===== config.mk =====
export PLATFORM = sky130hd
export DESIGN_NAME = alu4_issue
export DESIGN_NICKNAME = d
export VERILOG_FILES = /design/src/rtl/alu4_issue.sv
export SDC_FILE = /design/constraint.sdc
export NUM_CORES = 1
export LEC_CHECK = 0
export CAP_MARGIN = 20
export CELL_PAD_IN_SITES_DETAIL_PLACEMENT = 0
export CELL_PAD_IN_SITES_GLOBAL_PLACEMENT = 1
export CORE_ASPECT_RATIO = 2
export CORE_MARGIN = 1
export CORE_UTILIZATION = 45
export DETAILED_ROUTE_END_ITERATION = 10
export GPL_TIMING_DRIVEN = 0
export PLACE_DENSITY = 0.76
export SKIP_CTS_REPAIR_TIMING = 1
export SYNTH_ARGS = -nofsm -noshare
export SYNTH_HDL_FRONTEND = slang
export SYNTH_SLANG_ARGS = --single-unit

===== constraint.sdc =====
create_clock -name clk -period 4.54 [get_ports clk]
set_clock_uncertainty 0.2 [all_clocks]
set_input_delay 0.908 -clock clk [delete_from_list [all_inputs] [get_ports clk]]
set_output_delay 0.908 -clock clk [all_outputs]
set_load 0.005 [all_outputs]

===== src/rtl/alu4_issue.sv =====
// Command issue stage for the 4-bit ALU: buffers commands in a FIFO and drives one at a time.
// Optional macro ALU4_ISSUE_BYPASS_EN loads a command straight into the ALU registers when idle.
module alu4_issue #(
    parameter int unsigned DEPTH = 4,
    parameter int unsigned CW    = $clog2(DEPTH) + 1
) (
    input  logic          clk,
    input  logic          rst_n,
    input  logic          cmd_valid,
    output logic          cmd_ready,
    input  logic [3:0]    cmd_a,
    input  logic [3:0]    cmd_b,
    input  logic [2:0]    cmd_op,
    input  logic          cmd_cin,
    output logic [3:0]    alu_a,
    output logic [3:0]    alu_b,
    output logic [2:0]    alu_c,
    output logic          alu_cin,
    input  logic [3:0]    alu_result,
    input  logic          alu_zero,
    input  logic          alu_overflow,
    input  logic          alu_carry,
    input  logic          alu_size,
    output logic          rsp_valid,
    input  logic          rsp_ready,
    output logic [3:0]    rsp_result,
    output logic [3:0]    rsp_flags,
    output logic [2:0]    rsp_op,
    output logic          busy,
    output logic [CW-1:0] count
);

    localparam int unsigned PW = $clog2(DEPTH);

    typedef enum logic [1:0] {StIdle, StDrive, StHold} state_e;

    typedef struct packed {
        logic [3:0] a;
        logic [3:0] b;
        logic [2:0] op;
        logic       cin;
    } cmd_t;

    state_e        state_q, state_d;
    cmd_t          mem_q [DEPTH];
    logic [PW-1:0] wr_ptr_q, rd_ptr_q;
    logic [CW-1:0] count_q;

    logic  full, empty;
    logic  push, pop, bypass;
    logic  load_alu, capture, rsp_clear;
    cmd_t  cmd_in, load_cmd;
    logic [3:0] flags_masked;

    assign full      = (count_q == CW'(DEPTH));
    assign empty     = (count_q == '0);
    assign cmd_ready = !full;
    assign cmd_in    = '{a: cmd_a, b: cmd_b, op: cmd_op, cin: cmd_cin};

`ifdef ALU4_ISSUE_BYPASS_EN
    assign bypass = (state_q == StIdle) && empty && cmd_valid;
`else
    assign bypass = 1'b0;
`endif

    // A bypassed command goes straight to the ALU registers and never occupies a FIFO slot.
    assign push     = cmd_valid && cmd_ready && !bypass;
    assign load_cmd = bypass ? cmd_in : mem_q[rd_ptr_q];

    always_comb begin
        state_d   = state_q;
        pop       = 1'b0;
        load_alu  = 1'b0;
        capture   = 1'b0;
        rsp_clear = 1'b0;
        unique case (state_q)
            StIdle: begin
                if (!empty) begin
                    pop      = 1'b1;
                    load_alu = 1'b1;
                    state_d  = StDrive;
                end else if (bypass) begin
                    load_alu = 1'b1;
                    state_d  = StDrive;
                end
            end
            StDrive: begin
                capture = 1'b1;
                state_d = StHold;
            end
            StHold: begin
                if (rsp_ready) begin
                    rsp_clear = 1'b1;
                    if (!empty) begin
                        pop      = 1'b1;
                        load_alu = 1'b1;
                        state_d  = StDrive;
                    end else begin
                        state_d = StIdle;
                    end
                end
            end
            default: state_d = StIdle;
        endcase
    end

    // Only flags the ALU defines for the opcode are passed through.
    always_comb begin
        flags_masked = 4'b0000;
        unique case (alu_c)
            3'b000, 3'b001: flags_masked = {1'b0, alu_overflow, alu_carry, 1'b0};
            3'b110, 3'b111: flags_masked = {alu_zero, alu_overflow, alu_carry, alu_size};
            default:        flags_masked = 4'b0000;
        endcase
    end

    always_ff @(posedge clk) begin
        if (push) begin
            mem_q[wr_ptr_q] <= cmd_in;
        end
    end

    always_ff @(posedge clk or negedge rst_n) begin
        if (!rst_n) begin
            wr_ptr_q <= '0;
            rd_ptr_q <= '0;
            count_q  <= '0;
        end else begin
            if (push) begin
                wr_ptr_q <= wr_ptr_q + 1'b1;
            end
            if (pop) begin
                rd_ptr_q <= rd_ptr_q + 1'b1;
            end
            unique case ({push, pop})
                2'b10:   count_q <= count_q + 1'b1;
                2'b01:   count_q <= count_q - 1'b1;
                default: count_q <= count_q;
            endcase
        end
    end

    always_ff @(posedge clk or negedge rst_n) begin
        if (!rst_n) begin
            state_q    <= StIdle;
            alu_a      <= '0;
            alu_b      <= '0;
            alu_c      <= '0;
            alu_cin    <= 1'b0;
            rsp_valid  <= 1'b0;
            rsp_result <= '0;
            rsp_flags  <= '0;
            rsp_op     <= '0;
        end else begin
            state_q <= state_d;
            if (load_alu) begin
                alu_a   <= load_cmd.a;
                alu_b   <= load_cmd.b;
                alu_c   <= load_cmd.op;
                alu_cin <= load_cmd.cin;
            end
            if (capture) begin
                rsp_result <= alu_result;
                rsp_flags  <= flags_masked;
                rsp_op     <= alu_c;
                rsp_valid  <= 1'b1;
            end else if (rsp_clear) begin
                rsp_valid <= 1'b0;
            end
        end
    end

    assign busy  = (state_q != StIdle) || !empty;
    assign count = count_q;

endmodule


Yosys cells after proc, flatten, opt, wreduce, memory -nomap -nowiden:

Memory sizes are Yosys's and may differ from the RTL's. A register that Yosys moved wholly into a read port is not among the register bits.
Index checks and enable logic that the tools add are counted.

* register bits: 21
* bits in writable memories: 48
* memories: 1

Memory list
* mem_q: words 4, width 12, read ports 1, clocked after Yosys merged registers in 1, wr ports 1, RTL line 45 `cmd_t mem_q [DEPTH];`

* add/subtract/negate cells: 4
* equality and inequality tests: 10
* mux-type cells: 16
* reduce and logical (&&, ||, !) cells: 14

Operator list (count)
* 1-bit two-way mux: 10
* 3-bit == test, second input constant: 3
* 4-bit one-hot mux with 2 select lines: 1
* 3-bit zero test: 2
* 2-bit one-hot mux with 3 select lines: 1
* 3-bit one-hot mux with 2 select lines: 1
* 2-bit nonzero test: 3
* 2-bit by 1-bit adder with 2-bit output, second input constant: 2
* 2-bit by 1-bit == test with 1-bit output, second input constant: 2
* 2-bit == test, second input constant: 2
* 2-bit two-way mux: 2
* 2-bit != test, second input constant: 2
* 2-bit OR reduction: 2
* 3-bit by 1-bit adder with 3-bit output, second input constant: 1
* 3-bit by 1-bit == test with 1-bit output, second input constant: 1
* 1-bit zero test: 3
* 3-bit by 1-bit subtractor with 3-bit output, second input constant: 1
* 2-bit zero test: 1
* 1-bit one-hot mux with 2 select lines: 1
* 2-bit AND reduction: 1
* 1-bit logical AND: 1
* 1-bit logical OR: 1

Longest topological paths before layout:

* word-level depth: 6
* mapped depth: 9
* depth with buffers taken out: 9

Worst setup path before layout:

No wires, ideal clock.

* path type: input to register
* start point: input rsp_ready
* end point: register count_q[2], in the netlist count[2]
* data arrival time: 2.411 ns
* required time: 4.261 ns
* path slack: 1.849 ns
* stages on the path: 9
* buffers on the path: 1
* cell sequence: nor2b_1 -> nor3_4 -> buf_4 -> ha_1 -> inv_1 -> fa_1 -> xor2_1 -> nor2_1 -> xor2_1

* cells in the longest elaborated chain, start to end: 4
* elaborated cells between the ends (all ways): 6
* those cells by class: eq/ne: 2; mux: 3; reduce/logical: 1

RTL lines
* start, declared: RTL line 25 `input logic rsp_ready,`
* 1-bit two-way mux *
* 1-bit one-hot mux with 2 select lines *
* via load_alu: RTL line 51 `logic load_alu, capture, rsp_clear;`
* 2-bit by 1-bit == test with 1-bit output / 2-bit == test (equally long branches): RTL line 135 `unique case ({push, pop})`
* 3-bit one-hot mux with 2 select lines / 2-bit nonzero test (equally long branches)
* end signal, assigned: RTL line 136 `2'b10: count_q <= count_q + 1'b1;`
* end signal, assigned: RTL line 137 `2'b01: count_q <= count_q - 1'b1;`
* end signal, assigned: RTL line 138 `default: count_q <= count_q;`
* end, declared: RTL line 47 `logic [CW-1:0] count_q;`

The timed path passes the listed nets; every way through them passes the cells marked *.
A chain may end at the register's enable or synchronous reset.

Worst setup path in the final report:

Same ends and word-level chain as after synthesis.

==> metrics.csv <==
stage,metric,value,unit
run_status,status,completed,
synth,synth_flop_cell,edfxtp_1,
synth,synthesis.nets,200,
drt,wl_met2,3000,um
clock_network,clockBufferDepth,2,
setup_path,criticalPathCategory,input port to flop,
synth,yosysTopAreaCellShare,44.7,%
pwr,switching_share,27.1,%
floorplanning,num_io_pins,53,
setup_path,arrival,3.19,ns
pwr,pwr-share-seq,39.2,%
final_layout,fillers,509,
sta,period_needed,3.13,ns
pwr,p_switching,0.000812,W
drt,top_layer,met4,
final_layout,fin_nets,263,
setup_path,start_kind,input port,
floorplanning,start_util,46.4,%
clock_network,htree_levels,3,
pwr,p_int,0.00219,W
sta,setup_viol,0,
setup_path,endpoint_kind,flop,
pwr,p_leak,1.61,nW
placed_design,dp_hpwl,3720,um
synth,synthesis.area,3220,sq um
drt,wirelength,5430,um
drt,dr.pass1.iters,4,
synth,synth_cell_type_count,31,
synth,ys_async_sr_fraction,40.7,%
placed_design,dp_cells,312,
pwr,powerDensity,720,nW/um^2
drt,route.detailed.drc,0,
setup_path,crit_required,4.60,ns
drt,avgViaCountPerCell,5.08,
sta,rsz0062_at_grt,no,
drt,wl_per_cell,16.5,um
floorplanning,dieArea,7520,sq um
clock_network,clk_pin_slew,0.05,ns
global_route,grt_pass1_vias,1709,
clock_network,clock_latency,0.33,ns
sta,fin_crit_sh,68.9,%
pwr,peakVddDrop,0.425,mV
synth,avgSynthCellArea,19.0,sq um
clock_network,cts_num_sinks,81,
synth,synth_top_cell_by_area,edfxtp_1,
drt,drt-met1-wl,2030,um
floorplanning,dieHeight,122,um
synth,ys_top_cells_by_area,"edfxtp_1, dfrtp_1, mux4_2, mux2_4, mux2_2",
final_layout,fin_cells,328,
drt,wl_met3,274,um
clock_network,clock-root-buffer,clkbuf_16,
global_route,antenna_found_initial,0,
synth,syn_inst,170,
global_route,grt_pass1_wl,8540,um
global_route,grt.overflow.total,0,
synth,ys_seq_elements,81,
sta,worst_pin_slew,0.774,ns
sta,slew-limit-headroom,48.4,%
placed_design,place_congestion,0.750,
final_layout,num_antenna_cells,0,
synth,ys_seq_area_share,70.4,%
final_layout,drive_above_1_share,22.7,%
sta,fmax,320,MHz
synth,synth_edf_count,48,
clock_network,tritoncts,yes,
floorplanning,die_w,61.8,um
sta,drv_slew,0,
sta,hold_viol_final,0,
drt,dr.first_iter.drc_count,50,
floorplanning,core_area,6940,sq um
drt,vias,1665,
pwr,pwr-share-clk,25.0,%
setup_path,path_max_fanout,10,
pwr,power_frac_comb,35.9,%
floorplanning,num_rows,43,
final_layout,syn_to_final_growth,29.4,%
run,max_cap_violations,0,
synth,yosysWarnings,0,
sta,finalSetupTns,0,ns
global_route,track_usage,17.0,%
placed_design,io_buffers,52,
clock_network,cts_buffers,9,
worst_hold_path,hp-class,flop to flop,
global_route,grt_max_degree,34,
drt,drtAntennaViolNets,0,
==> synthesized netlist by cell type, types with 2 or more instances <==
library cell,instances
inv_1,7
mux2_4,9
mux2_1,2
edfxtp_1,48
nor2_1,3
a21oi_1,2
buf_2,3
ha_1,5
xnor2_1,3
nand2b_1,2
mux4_1,2
mux2_2,9
dfrtp_1,33
and3_1,4
xor2_1,4
mux4_2,10
o21ai_0,3
nand2_1,7
a22o_1,2
==> cell type report <==
cell class	count	area (sq um)	area share, %
Buffer	6	53.8	1.29
Clock buffer	14	284	6.81
Clock inverter	2	35.0	0.840
Inverter	7	26.3	0.630
Multi-Input combinational cell	76	875	21.0
Sequential cell	81	2270	54.4
Tap cell	90	113	2.70
Timing Repair Buffer	52	515	12.4
==> cells in the final DEF, fill, tap and decap left out, drive strengths merged, types with 2 or more instances in the layout <==
master | Yosys | final
xor2 | 4 | 4
nand2b | 2 | 2
clkdlybuf4s50 | 0 | 51
clkbuf | 0 | 14
xnor2 | 3 | 3
and3 | 4 | 4
nand2 | 7 | 7
mux4 | 12 | 12
nor2 | 3 | 3
dfrtp | 33 | 33
o21ai | 3 | 3
edfxtp | 48 | 48
a21oi | 2 | 2
inv | 7 | 7
mux2 | 20 | 20
a22o | 2 | 2
nor3 | 3 | 3
buf | 6 | 7
ha | 5 | 5
==> power by group through the flow <==
stage | sequential (W) | combinational, W | clock (W)
after global placement | 0.00118 | 0.00109 | 0
final | 0.00117 | 0.00108 | 0.000749
after floorplan | 0.00117 | 0.000679 | 0
after CTS | 0.00118 | 0.00110 | 0.000766
after detailed placement | 0.00119 | 0.00110 | 0
after global routing | 0.00121 | 0.00119 | 0.000792
==> critical path, cell delays in order <==
cell	delay [ns]
clkdlybuf4s50_1	0.52
nor2b_1	0.11
nor3_4	0.24
buf_4	0.30
ha_1	0.23
inv_1	0.07
fa_1	0.37
xor2_1	0.17
nor2_1	0.12
xor2_1	0.15
==> registers in the layout (all words and copies together) (netlist names) <==
register / flops
state_q: 2
rsp_flags: 4
wr_ptr_q: 2
count: 3
alu_cin: 1
rsp_op: 3
rd_ptr_q: 2
alu_c: 3
rsp_result: 4
alu_b: 4
rsp_valid: 1
alu_a: 4
mem_q: 48
==> cell families (layout without fill, tap and decap cells) <==
group / Yosys count / after routing / synth area share [%]
flops: 81 / 81 / 70.4
mux: 33 / 33 / 17.0
simple gates: 23 / 23 / 4.39
buf+inv: 13 / 81 / 2.49
compound gates: 7 / 7 / 1.32
xor+xnor: 7 / 7 / 1.90
fa+ha+maj: 6 / 6 / 2.56
==> per-stage QoR <==
step / hold WS (ns) / area [sq um] / total power [W] / utilization [%] / setup WS, ns
6_report: 0.288 / 4170 / 0.00300 / 60.1 / 1.41
5_1_grt: 0.310 / 4170 / 0.00319 / 60.1 / 1.25
4_1_cts: 0.292 / 4170 / 0.00305 / 60.1 / 1.37
3_5_place_dp: 0.280 / 3850 / 0.00229 / 55.5 / 1.03
3_3_place_gp: 0.264 / 3850 / 0.00227 / 55.5 / 1.08
2_1_floorplan: 0.273 / 3220 / 0.00185 / - / 1.85
==> layer usage <==
metal  vias up  global-route usage, %
met1       846                   17.7
met5         -                      0
met2        52                   28.6
met4         0                   9.58
met3         8                   5.41
li1        759                      -
==> worst paths after layout <==
check / startpoint / endpoint / slack, ns / cells past startpoint
max: rsp_ready / count[2] / 1.41 / 10
min: rsp_flags[1] / rsp_flags[1] / 0.29 / 2
max reg2reg: state_q[1] / count[2] / 1.98 / 9
min reg2reg: rsp_flags[1] / rsp_flags[1] / 0.29 / 2
max in group asynchronous: rst_n / alu_a[1] / 3.19 / 1
min in group asynchronous: rst_n / rsp_flags[3] / 0.45 / 1
(Power assumes the default switching activity.)
